**src/rtl/door_access_pkg.sv**
```systemverilog
// Shared definitions for the door access arbiter: checker state encodings,
// arbiter FSM states and the keypad code width.
package door_access_pkg;

    localparam int unsigned CODE_W = 4;

    // Encodings of the shared checker's state_out
    localparam logic [1:0] CHK_IDLE    = 2'b00;
    localparam logic [1:0] CHK_CHECK   = 2'b01;
    localparam logic [1:0] CHK_GRANTED = 2'b10;

    typedef enum logic [2:0] {
        ARB_IDLE,
        ARB_ISSUE,
        ARB_EVAL,
        ARB_OPEN,
        ARB_RESP
    } arb_state_e;

endpackage

```
**src/rtl/door_access_arbiter_rr.sv**
```systemverilog
// Combinational round-robin picker: grants the first eligible requester at or
// after the pointer, wrapping around N.
module rr_arbiter #(
    parameter int unsigned N  = 4,
    parameter int unsigned IW = (N > 1) ? $clog2(N) : 1
) (
    input  logic [N-1:0]  eligible,
    input  logic [IW-1:0] pointer,
    output logic [N-1:0]  grant,
    output logic [IW-1:0] index
);

    localparam logic [IW:0] N_W = (IW+1)'(N);

    logic [IW:0]   sum;
    logic [IW-1:0] cand;
    logic          found;

    // Scan from the pointer upward, wrapping once, and take the first hit
    always_comb begin
        grant = '0;
        index = '0;
        found = 1'b0;
        sum   = '0;
        cand  = '0;
        for (int unsigned k = 0; k < N; k++) begin
            sum = {1'b0, pointer} + (IW+1)'(k);
            if (sum >= N_W) begin
                sum = sum - N_W;
            end
            cand = sum[IW-1:0];
            if (!found && eligible[cand]) begin
                grant[cand] = 1'b1;
                index       = cand;
                found       = 1'b1;
            end
        end
    end

endmodule

```
**src/rtl/door_access_arbiter.sv**
```systemverilog
// Shares one keypad access checker among NUM_PORTS requesters: serialises
// requests round-robin, drives the checker, decodes its verdict, and applies
// per-port lockout after repeated denials plus a watchdog against a hung checker.
module door_access_arbiter
    import door_access_pkg::*;
#(
    parameter int unsigned NUM_PORTS   = 4,
    parameter int unsigned MAX_FAILS   = 3,
    parameter int unsigned LOCK_CYCLES = 64,
    parameter int unsigned TIMEOUT     = 32
) (
    input  logic                          clk,
    input  logic                          rst_n,
    input  logic [NUM_PORTS-1:0]          port_req,
    input  logic [CODE_W*NUM_PORTS-1:0]   port_code,
    output logic [NUM_PORTS-1:0]          port_done,
    output logic                          port_ok,
    output logic [NUM_PORTS-1:0]          port_locked,
    output logic                          busy,
    output logic                          err,
    output logic                          chk_validate,
    output logic [CODE_W-1:0]             chk_code,
    input  logic                          chk_door_open,
    input  logic [1:0]                    chk_state
);

    localparam int unsigned IW        = $clog2(NUM_PORTS);
    localparam logic [7:0]  WD_LIMIT  = 8'(TIMEOUT);
    localparam logic [2:0]  FAIL_LIM  = 3'(MAX_FAILS);
    localparam logic [15:0] LOCK_INIT = 16'(LOCK_CYCLES);

    arb_state_e        state_q, state_d;
    logic [IW-1:0]     rr_q, rr_d;
    logic [IW-1:0]     idx_q, idx_d;
    logic [CODE_W-1:0] code_q, code_d;
    logic              seen_q, seen_d;
    logic              result_q, result_d;
    logic [7:0]        wd_q, wd_d;

    logic [NUM_PORTS-1:0] eligible;
    logic [NUM_PORTS-1:0] gnt_oh;
    logic [IW-1:0]        gnt_idx;
    logic [CODE_W-1:0]    gnt_code;
    logic                 abort;

    assign eligible = port_req & ~port_locked;

    rr_arbiter #(
        .N  (NUM_PORTS),
        .IW (IW)
    ) u_rr (
        .eligible (eligible),
        .pointer  (rr_q),
        .grant    (gnt_oh),
        .index    (gnt_idx)
    );

    // Select the winning port's code with a one-hot mux
    always_comb begin
        gnt_code = '0;
        for (int unsigned p = 0; p < NUM_PORTS; p++) begin
            if (gnt_oh[p]) begin
                gnt_code = port_code[p*CODE_W +: CODE_W];
            end
        end
    end

    // Next-state logic for the arbitration/sequencing FSM and its datapath
    always_comb begin
        state_d  = state_q;
        rr_d     = rr_q;
        idx_d    = idx_q;
        code_d   = code_q;
        seen_d   = seen_q;
        result_d = result_q;
        wd_d     = wd_q;
        abort    = 1'b0;
        unique case (state_q)
            ARB_IDLE: begin
                if ((eligible != '0) && (chk_state == CHK_IDLE)) begin
                    idx_d   = gnt_idx;
                    code_d  = gnt_code;
                    state_d = ARB_ISSUE;
                end
            end
            ARB_ISSUE: begin
                seen_d  = 1'b0;
                wd_d    = '0;
                state_d = ARB_EVAL;
            end
            ARB_EVAL: begin
                wd_d = wd_q + 8'd1;
                if (wd_q == WD_LIMIT) begin
                    abort   = 1'b1;
                    state_d = ARB_IDLE;
                end else if (chk_state == CHK_GRANTED) begin
                    wd_d    = '0;
                    state_d = ARB_OPEN;
                end else if (chk_state == CHK_CHECK) begin
                    seen_d = 1'b1;
                end else if ((chk_state == CHK_IDLE) && seen_q) begin
                    result_d = 1'b0;
                    state_d  = ARB_RESP;
                end
            end
            ARB_OPEN: begin
                wd_d = wd_q + 8'd1;
                if (wd_q == WD_LIMIT) begin
                    abort   = 1'b1;
                    state_d = ARB_IDLE;
                end else if (!chk_door_open) begin
                    result_d = 1'b1;
                    state_d  = ARB_RESP;
                end
            end
            ARB_RESP: begin
                rr_d    = (idx_q == IW'(NUM_PORTS - 1)) ? '0 : idx_q + IW'(1);
                state_d = ARB_IDLE;
            end
            default: begin
                state_d = ARB_IDLE;
            end
        endcase
    end

    // FSM and datapath registers
    always_ff @(posedge clk or negedge rst_n) begin
        if (!rst_n) begin
            state_q  <= ARB_IDLE;
            rr_q     <= '0;
            idx_q    <= '0;
            code_q   <= '0;
            seen_q   <= 1'b0;
            result_q <= 1'b0;
            wd_q     <= '0;
        end else begin
            state_q  <= state_d;
            rr_q     <= rr_d;
            idx_q    <= idx_d;
            code_q   <= code_d;
            seen_q   <= seen_d;
            result_q <= result_d;
            wd_q     <= wd_d;
        end
    end

    // Outputs decoded from the registered state
    always_comb begin
        busy         = (state_q != ARB_IDLE);
        chk_validate = (state_q == ARB_ISSUE);
        chk_code     = code_q;
        port_ok      = (state_q == ARB_RESP) && result_q;
        err          = abort;
        port_done    = '0;
        for (int unsigned p = 0; p < NUM_PORTS; p++) begin
            port_done[p] = (state_q == ARB_RESP) && (idx_q == IW'(p));
        end
    end

    for (genvar g = 0; g < NUM_PORTS; g++) begin : g_port
        logic [1:0]  fail_q, fail_d;
        logic [15:0] lock_q, lock_d;
        logic [2:0]  fail_inc;

        assign fail_inc       = {1'b0, fail_q} + 3'd1;
        assign port_locked[g] = (lock_q != '0);

        // Count consecutive denials; reaching the limit arms the lockout timer
        always_comb begin
            fail_d = fail_q;
            lock_d = lock_q;
            if (lock_q != '0) begin
                lock_d = lock_q - 16'd1;
            end
            if ((state_q == ARB_RESP) && (idx_q == IW'(g))) begin
                if (result_q) begin
                    fail_d = '0;
                end else if (fail_inc >= FAIL_LIM) begin
                    fail_d = '0;
                    lock_d = LOCK_INIT;
                end else if (fail_q != 2'b11) begin
                    fail_d = fail_inc[1:0];
                end
            end
        end

        // Per-port fail counter and lock timer registers
        always_ff @(posedge clk or negedge rst_n) begin
            if (!rst_n) begin
                fail_q <= '0;
                lock_q <= '0;
            end else begin
                fail_q <= fail_d;
                lock_q <= lock_d;
            end
        end
    end

endmodule

```
**config.mk**
```make
export PLATFORM = sky130hd
export DESIGN_NAME = door_access_arbiter
export DESIGN_NICKNAME = d
export VERILOG_FILES = /design/src/rtl/door_access_pkg.sv /design/src/rtl/door_access_arbiter_rr.sv /design/src/rtl/door_access_arbiter.sv
export SDC_FILE = /design/constraint.sdc
export NUM_CORES = 1
export LEC_CHECK = 0
export CAP_MARGIN = 10
export CORE_MARGIN = 8
export CORE_UTILIZATION = 54
export CTS_CLUSTER_SIZE = 10
export DETAILED_ROUTE_END_ITERATION = 7
export GPL_TIMING_DRIVEN = 0
export PLACE_DENSITY_LB_ADDON = 0.12
export SYNTH_ARGS = -nofsm -noshare
export SYNTH_HDL_FRONTEND = slang
export SYNTH_SLANG_ARGS = --single-unit
```
**constraint.sdc**
```tcl
create_clock -name clk -period 3.75 [get_ports clk]
set_input_delay 0.5625 -clock clk [delete_from_list [all_inputs] [get_ports clk]]
set_output_delay 0.5625 -clock clk [all_outputs]
set_load 0.005 [all_outputs]
```
==> results.txt, run 1 <==
----------------------------------------------------
[Power and ir drop]
  Power share of the sequential group ... 38.9%
  Cell Int Power ... 2.79 mW
  Max VDD drop ... 391 uV
  Proportion of total power due to net switching ... 44.1%
  Clk pwr share ... 15.6%
  Power per unit of standard cell area ... 724 nW/um2
  Total Power ... 4.98 mW
  Static Leak ... 2.76 nW
  Combinational share of power ... 45.5%
  NetSw ... 2.20 mW

[CTS]
  Total number of clock tree sinks ... 93
  Clock root cell ... sky130_fd_sc_hd__clkbuf_8
  Clock slew at the register clock pins of the worst setup and hold paths ... 0.10 ns
  Worst-skew pair later-pin latency ... 0.38 ns
  H-Tree Level Count ... 3
  Buffer depth of the longest clock path ... 2
  TritonCTS clock tree ... built
  Num CTS Buffers ... 9

[Floorplan]
  Die width ... 121 um
  Die Area ... 14,600 um2
  Initial core utilization ... 54.9%
  Die Span Y ... 121 um
  Total number of placement rows ... 38
  Count of pins on the block boundary ... 41
  Core Region ... 10,800 um2

[Worst setup path]
  Beginning of the worst register-to-register path ... g_port[0].lock_q[4]
  Data arrival at the endpoint of the critical path ... 3.85 ns
  Endpoint type of the worst setup path ... register
  Worst R2R End ... chk_code[2]
  Cell depth of the worst flop-to-flop path ... 11
  Worst-path maximum fanout ... 7
  Setup Crit Path Kind ... reg -> reg
  Sort of element at the start of the critical path ... register
  Reg-to-reg slack, setup ... 0.16 ns
  Req. time, crit path ... 4.01 ns

[Yosys]
  Count of flip-flops with a built-in enable after synthesis ... 0
  Post-Syn Nets ... 724
  Combined area of all synthesized cells ... 5930 um2
  Library cells used by synthesis ... 68
  Most used flip-flop cell after synthesis ... sky130_fd_sc_hd__dfrtp_1
  Cells after synthesis ... 684
  Share of the yosys chip area belonging to registers ... 39.2%
  Number of synthesized register bits ... 93
  Post-Syn Area per Cell ... 8.67 um2
  Yosys warns ... 0
  Ys async rst share ... 100%

[Detailed routing]
  Per-cell routed wire length ... 17.4 um
  Remaining number of nets flagged by the antenna check after routing ... 0
  Via count ... 5,389
  Length of the first detailed-routing pass in iterations ... 5
  # DRC ... 0
  Detailed-route vias per instance ... 6.12
  Total Routed Length ... 15.4 mm
  Initial drt markers ... 452

[Finish]
  Diode insertion count for antenna repair ... 0
  Relative area change from synthesis to final layout ... 16.2%
  Fraction of final layout cells with drive strength greater than 1 ... 9.85%
  Final Net Count ... 776

[Global routing]
  Global-route usage over all layers ... 21.8%
  Total gr overflow ... 0
  Wire length of the first global-routing pass ... 26.0 mm
  Pin count of the biggest net entering global routing ... 58
  Initial antenna violation count ... 0
  Number of global-route vias before repair ... 5,265

[STA]
  Upper clock frequency limit ... 278 MHz
  Finish-stage setup viols ... 0
  Final hold vios ... 0
  Shortest clock period the worst path allows after layout ... 3.59 ns
  Transition time at the pin with the least slew margin ... 0.971 ns
  Worst slew margin ... 35.2%
  Clock skew ... 0.0144 ns
  Post-route worst hold slack ... 0.138 ns
  Setup repair after global routing missed its margin ... no
  Number of max-slew violations in the final report ... 0
  Final period util ... 95.9%

[Worst hold path]
  Class of the most critical hold timing path ... in -> async

[Placed design]
  Total half-perimeter wirelength after legalization and detailed placement ... 11.3 mm
  PortBufs ... 39
  Final RePlAce weighted congestion ... 0.952

[Run status]
  Status ... completed

[Flow run]
  Max-capacitance violation count ... 0

----------------------------------------------------
[state kept, by name, summed over array words and instances (netlist names)]
| register | count |
|---|---|
| rr_q | 2 |
| state_q | 3 |
| wd_q | 8 |
| chk_code | 4 |
| idx_q | 2 |
| g_port.lock_q | 64 |
| result_q | 1 |
| g_port.fail_q | 8 |
| seen_q | 1 |
[cell usage after synthesis, drive strengths merged, types with 6 or more instances]
cell / instances / area (um2)
nand2: 55 / 206
clkbuf: 24 / 90.1
or2: 10 / 65.1
dfrtp: 93 / 2330
nand2b: 12 / 75.1
and3: 8 / 50.1
nor3b: 6 / 45.0
xor2: 21 / 184
or3: 27 / 169
nand3: 22 / 110
a21oi: 36 / 180
nor3: 22 / 138
o21ai: 33 / 165
nand4: 14 / 87.6
and2: 6 / 37.5
ha: 15 / 188
inv: 33 / 124
nor2: 87 / 327
nor4: 23 / 144
a211oi: 8 / 65.1
xnor2: 22 / 193
a31oi: 11 / 68.8
or4: 10 / 78.8
[cells in the final DEF, fill, tap and decap left out, types with 6 or more instances in the layout]
cell type	count
sky130_fd_sc_hd__nor3b_1	6
sky130_fd_sc_hd__nand4_1	14
sky130_fd_sc_hd__dfrtp_1	91
sky130_fd_sc_hd__a31oi_1	10
sky130_fd_sc_hd__o21ai_0	30
sky130_fd_sc_hd__nor3_1	18
sky130_fd_sc_hd__nand3_1	22
sky130_fd_sc_hd__clkbuf_1	18
sky130_fd_sc_hd__nor4_1	18
sky130_fd_sc_hd__or3_1	27
sky130_fd_sc_hd__or4_1	8
sky130_fd_sc_hd__clkdlybuf4s50_1	38
sky130_fd_sc_hd__and3_1	8
sky130_fd_sc_hd__nand2b_1	12
sky130_fd_sc_hd__a21oi_1	35
sky130_fd_sc_hd__xnor2_1	22
sky130_fd_sc_hd__xor2_1	21
sky130_fd_sc_hd__nand2_1	55
sky130_fd_sc_hd__or2_2	9
sky130_fd_sc_hd__inv_1	33
sky130_fd_sc_hd__ha_1	14
sky130_fd_sc_hd__nor2_1	86
sky130_fd_sc_hd__clkbuf_8	10
sky130_fd_sc_hd__a211oi_1	7
sky130_fd_sc_hd__and2_1	6
[metrics by stage]
| stage | util [%] | cells | area [um2] | setup WS (ns) | setup TNS [ns] |
|---|---|---|---|---|---|
| floorplan | - | 684 | 5930 | 0.254 | 0 |
| global placement | 60.2 | 863 | 6490 | -1.29 | -123.45 |
| detailed placement | 60.4 | 864 | 6520 | -0.723 | -3.38 |
| CTS | 62.9 | 879 | 6790 | 0.0193 | 0 |
| global route | 63.8 | 881 | 6890 | 0.0157 | 0 |
| finish | 63.8 | 881 | 6890 | 0.156 | 0 |
[area by class of cell]
| type | count | area, um2 |
|---|---|---|
| clock buffers | 10 | 138 |
| fillers | 925 | 3910 |
| well taps | 140 | 175 |
| clock inverters | 6 | 93.8 |
| repair buffers | 43 | 438 |
| multi-input cells | 531 | 3490 |
| inverters | 33 | 124 |
| flip-flops and latches | 93 | 2330 |
| plain buffers | 25 | 104 |
[worst max-delay path: stages (launching register included)]
cell,delay (ns)
sky130_fd_sc_hd__dfrtp_2,0.44
sky130_fd_sc_hd__or4_1,0.51
sky130_fd_sc_hd__buf_2,0.17
sky130_fd_sc_hd__or4_4,0.54
sky130_fd_sc_hd__or3_1,0.37
sky130_fd_sc_hd__buf_2,0.18
sky130_fd_sc_hd__mux2i_1,0.14
sky130_fd_sc_hd__a21oi_2,0.26
sky130_fd_sc_hd__nor2_1,0.10
sky130_fd_sc_hd__or2_4,0.29
sky130_fd_sc_hd__a2111oi_4,0.34
sky130_fd_sc_hd__a21oi_1,0.11
[routing by layer]
| layer | routed length [um] | vias up | track usage (%) |
|---|---|---|---|
| met3 | 615 | 32 | 3.31 |
| li1 | - | 2602 | - |
| met2 | 7420 | 123 | 35.6 |
| met1 | 6890 | 2632 | 28.1 |
| met5 | 0 | - | 0 |
| met4 | 428 | 0 | 9.76 |
[timing repair]
action,CTS,global route
buffers inserted,0,3
gates cloned,0,0
gates resized for setup,10,18
pin swaps,0,5
hold buffers,0,0
setup endpoints to repair,6,6
[logic make-up after synthesis]
group	count (synthesis)	synth area share [%]
AND/OR/NAND/NOR	323	29.0
AO/OA/AOI/OAI	139	16.0
flip-flops	93	39.2
buffers and inverters	60	3.84
XOR/XNOR	43	6.35
adder cells (fa/ha/maj)	15	3.17
multiplexers	11	2.36
[worst max path at each step]
stage,slack (ns),startpoint,end
floorplan,0.25,rr_q[0],chk_code[2]
global placement,-1.29,rst_n,g_port[2].lock_q[4]
detailed placement,-0.72,rr_q[0],chk_code[2]
CTS,0.02,g_port[2].lock_q[6],chk_code[0]
global route,0.02,g_port[0].lock_q[4],chk_code[2]
finish,0.16,g_port[0].lock_q[4],chk_code[2]
[power groups by stage]
stage	Sequential (mW)	Combinational (mW)	Clock [mW]
CTS	1.91	2.17	0.802
global route	2.02	2.51	0.844
detailed placement	1.93	2.10	0
finish	1.94	2.27	0.779
global placement	1.89	2.06	0
floorplan	1.82	1.56	0
Power figures use the tool's default switching activity.
==> run 2: changes to the inputs <==
- CORE_UTILIZATION: 54 -> 55
- clock period: 3.75 -> 4.1 ns (I/O delays scaled with it)
==> run 2 against run 1 <==
  * Setup slack improved by 0.067 ns
  * Cell count fell by 0.11%
  * Sequential power fell by 9%
  * First-iteration DRC count rose by 14%
  * Global-route usage fell by 0.44 points
  * Critical path depth rose by 3
  * Clock skew fell by 0.0038 ns
  * Die area fell by 1.6%
  * Critical path type unchanged
  * Highest routed layer unchanged
==> results.txt, run 2 (synthesis results as in run 1) <==
----------------------------------------------------
[Global routing]
  Global-route usage over all layers ... 21.4%
  Wire length of the first global-routing pass ... 25.4 mm
  Number of global-route vias before repair ... 5,229
  Pin count of the biggest net entering global routing ... 64
  Initial antenna violation count ... 0
  Total gr overflow ... 0

[Flow run]
  Max-capacitance violation count ... 0

[Detailed routing]
  # DRC ... 0
  Remaining number of nets flagged by the antenna check after routing ... 0
  Detailed-route vias per instance ... 6.13
  Initial drt markers ... 515
  Via count ... 5,396
  Length of the first detailed-routing pass in iterations ... 5
  Per-cell routed wire length ... 17.4 um
  Total Routed Length ... 15.3 mm

[Placed design]
  Final RePlAce weighted congestion ... 0.980
  Cell count after placement ... 864
  Placed cell areas ... 6520 um2
  Total half-perimeter wirelength after legalization and detailed placement ... 11.3 mm
  PortBufs ... 39

[CTS]
  Clock root cell ... sky130_fd_sc_hd__clkbuf_8
  Total number of clock tree sinks ... 93
  Number of hold buffers added after cts ... 0
  Num CTS Buffers ... 9
  H-Tree Level Count ... 3
  TritonCTS clock tree ... built
  Post-CTS Setup Inserts ... 0
  Worst-skew pair later-pin latency ... 0.38 ns
  Buffer depth of the longest clock path ... 2
  Clock slew at the register clock pins of the worst setup and hold paths ... 0.10 ns

[Floorplan]
  Die width ... 120 um
  Die Span Y ... 120 um
  Core Region ... 10,700 um2
  Count of pins on the block boundary ... 41
  Die Area ... 14,400 um2
  Total number of placement rows ... 38
  Initial core utilization ... 55.4%

[Worst hold path]
  Class of the most critical hold timing path ... in -> async

[Worst setup path]
  Setup Crit Path Kind ... reg -> reg
  Crit path to ... chk_code[2]
  Library cell contributing the largest single delay on the critical path ... sky130_fd_sc_hd__dfrtp_1
  Beginning of the worst register-to-register path ... rr_q[0]
  Worst R2R End ... chk_code[2]
  Endpoint type of the worst setup path ... register
  Req. time, crit path ... 4.36 ns
  Data arrival at the endpoint of the critical path ... 4.13 ns
  Reg-to-reg slack, setup ... 0.22 ns
  Most repeated library cell on the critical path ... sky130_fd_sc_hd__a21oi_1
  Cell depth of the worst flop-to-flop path ... 14
  Cell breakdown of the critical path ... clkbuf_2 > inv_1 > clkbuf_2 > ha_4 > inv_1 > clkbuf_1 > a41oi_2 > nand4_1 > a21oi_1 > a21oi_1 > nor2_1 > or2_4 > a2111oi_4 > a21oi_1
  Sort of element at the start of the critical path ... register
  Worst-path maximum fanout ... 12
  Start point of the critical path ... rr_q[0]
  Worst stage delay on the critical path ... 0.46 ns

[Finish]
  Diode insertion count for antenna repair ... 0
  Largest registers ... g_port.lock_q: 64 flops, g_port.fail_q: 8 flops, wd_q: 8 flops
  Number of flip-flops in the largest register ... 64
  Largest reg by FF count ... g_port.lock_q
  Top library cells by usage in the layout, fill and taps aside ... 93 x sky130_fd_sc_hd__dfrtp_1, 87 x sky130_fd_sc_hd__nor2_1, 55 x sky130_fd_sc_hd__nand2_1
  Finished Cell Area ... 6780 um2
  Relative area change from synthesis to final layout ... 14.3%
  Post-Layout Cell Count ... 880
  Core utilization of the finished layout ... 63.4%
  Fraction of final layout cells with drive strength greater than 1 ... 7.70%
  Final Net Count ... 775
  Most common cell after layout, fill and taps aside ... sky130_fd_sc_hd__dfrtp_1

[Power and ir drop]
  Max VDD drop ... 308 uV
  Static Leak ... 2.72 nW
  Power per unit of standard cell area ... 659 nW/um2
  Total Power ... 4.47 mW

[STA]
  Number of max-slew violations in the final report ... 0
  Final hold vios ... 0
  Post-route worst hold slack ... 0.150 ns
  Shortest clock period the worst path allows after layout ... 3.88 ns
  Setup repair after global routing missed its margin ... no
  Final period util ... 94.6%
  Clock skew ... 0.0107 ns
  Transition time at the pin with the least slew margin ... 1.14 ns
  Worst slew margin ... 23.4%
  Upper clock frequency limit ... 258 MHz
  Finish-stage setup viols ... 0

[Run status]
  Status ... completed

----------------------------------------------------
==> run 2: cell types whose count changed in the layout (fill, tap and decap cells not counted), sizes merged <==
cell / before / now
buf: 9 / 6
clkinv: 2 / 0
clkinvlp: 0 / 2
clkbuf: 31 / 32
inv: 35 / 36
==> run 2: layout make-up <==
cell class | instances | area [um2]
clock buffers | 9 | 124
inverters | 33 | 124
repair buffers | 41 | 420
well taps | 140 | 175
multi-input cells | 531 | 3400
plain buffers | 26 | 104
fillers | 909 | 3920
clock inverters | 7 | 104
flip-flops and latches | 93 | 2330
==> run 2: repair_timing <==
item / 4_1_cts / 5_1_grt
pin swaps: 0 / 0
setup endpoints to repair: 5 / 4
gates resized for setup: 2 / 6
==> run 2: per-layer routing <==
layer  track usage (%)  part of all wire, %
met1              27.5                   44
met3              2.96                  4.7
met2              35.1                   49
met5                 0                    0
met4              9.84                  2.9
==> run 2: through the flow <==
step           TNS [ns]  setup slack [ns]
6_report              0             0.222
5_1_grt               0           0.00797
4_1_cts               0            0.0340
3_5_place_dp      -1.48            -0.428
3_3_place_gp     -93.17            -0.994
2_1_floorplan         0             0.604
==> run 2: worst min path at each step <==
stage,startpoint,endpoint,slack [ns],depth (start not counted)
after global placement,g_port[3].fail_q[0],g_port[3].fail_q[1],0.48,1
after floorplan,rst_n,chk_code[0],0.32,0
after global routing,rst_n,g_port[0].lock_q[13],0.18,1
after CTS,rst_n,g_port[0].lock_q[13],0.16,1
final,rst_n,g_port[0].lock_q[13],0.15,1
after detailed placement,g_port[2].fail_q[0],g_port[2].fail_q[1],0.50,1
==> run 2: critical path, delay by kind of cell (launching register included) <==
kind,cells,cell delay (ns)
compound gates,5,1.08
flops,1,0.46
buf+inv,5,1.24
fa+ha+maj,1,0.37
simple gates,3,0.59
==> run 2: power by group <==
part	internal, mW	switching (mW)
logic	0.821	1.18
clock network	0.352	0.363
registers	1.32	0.431
total	2.50	1.97
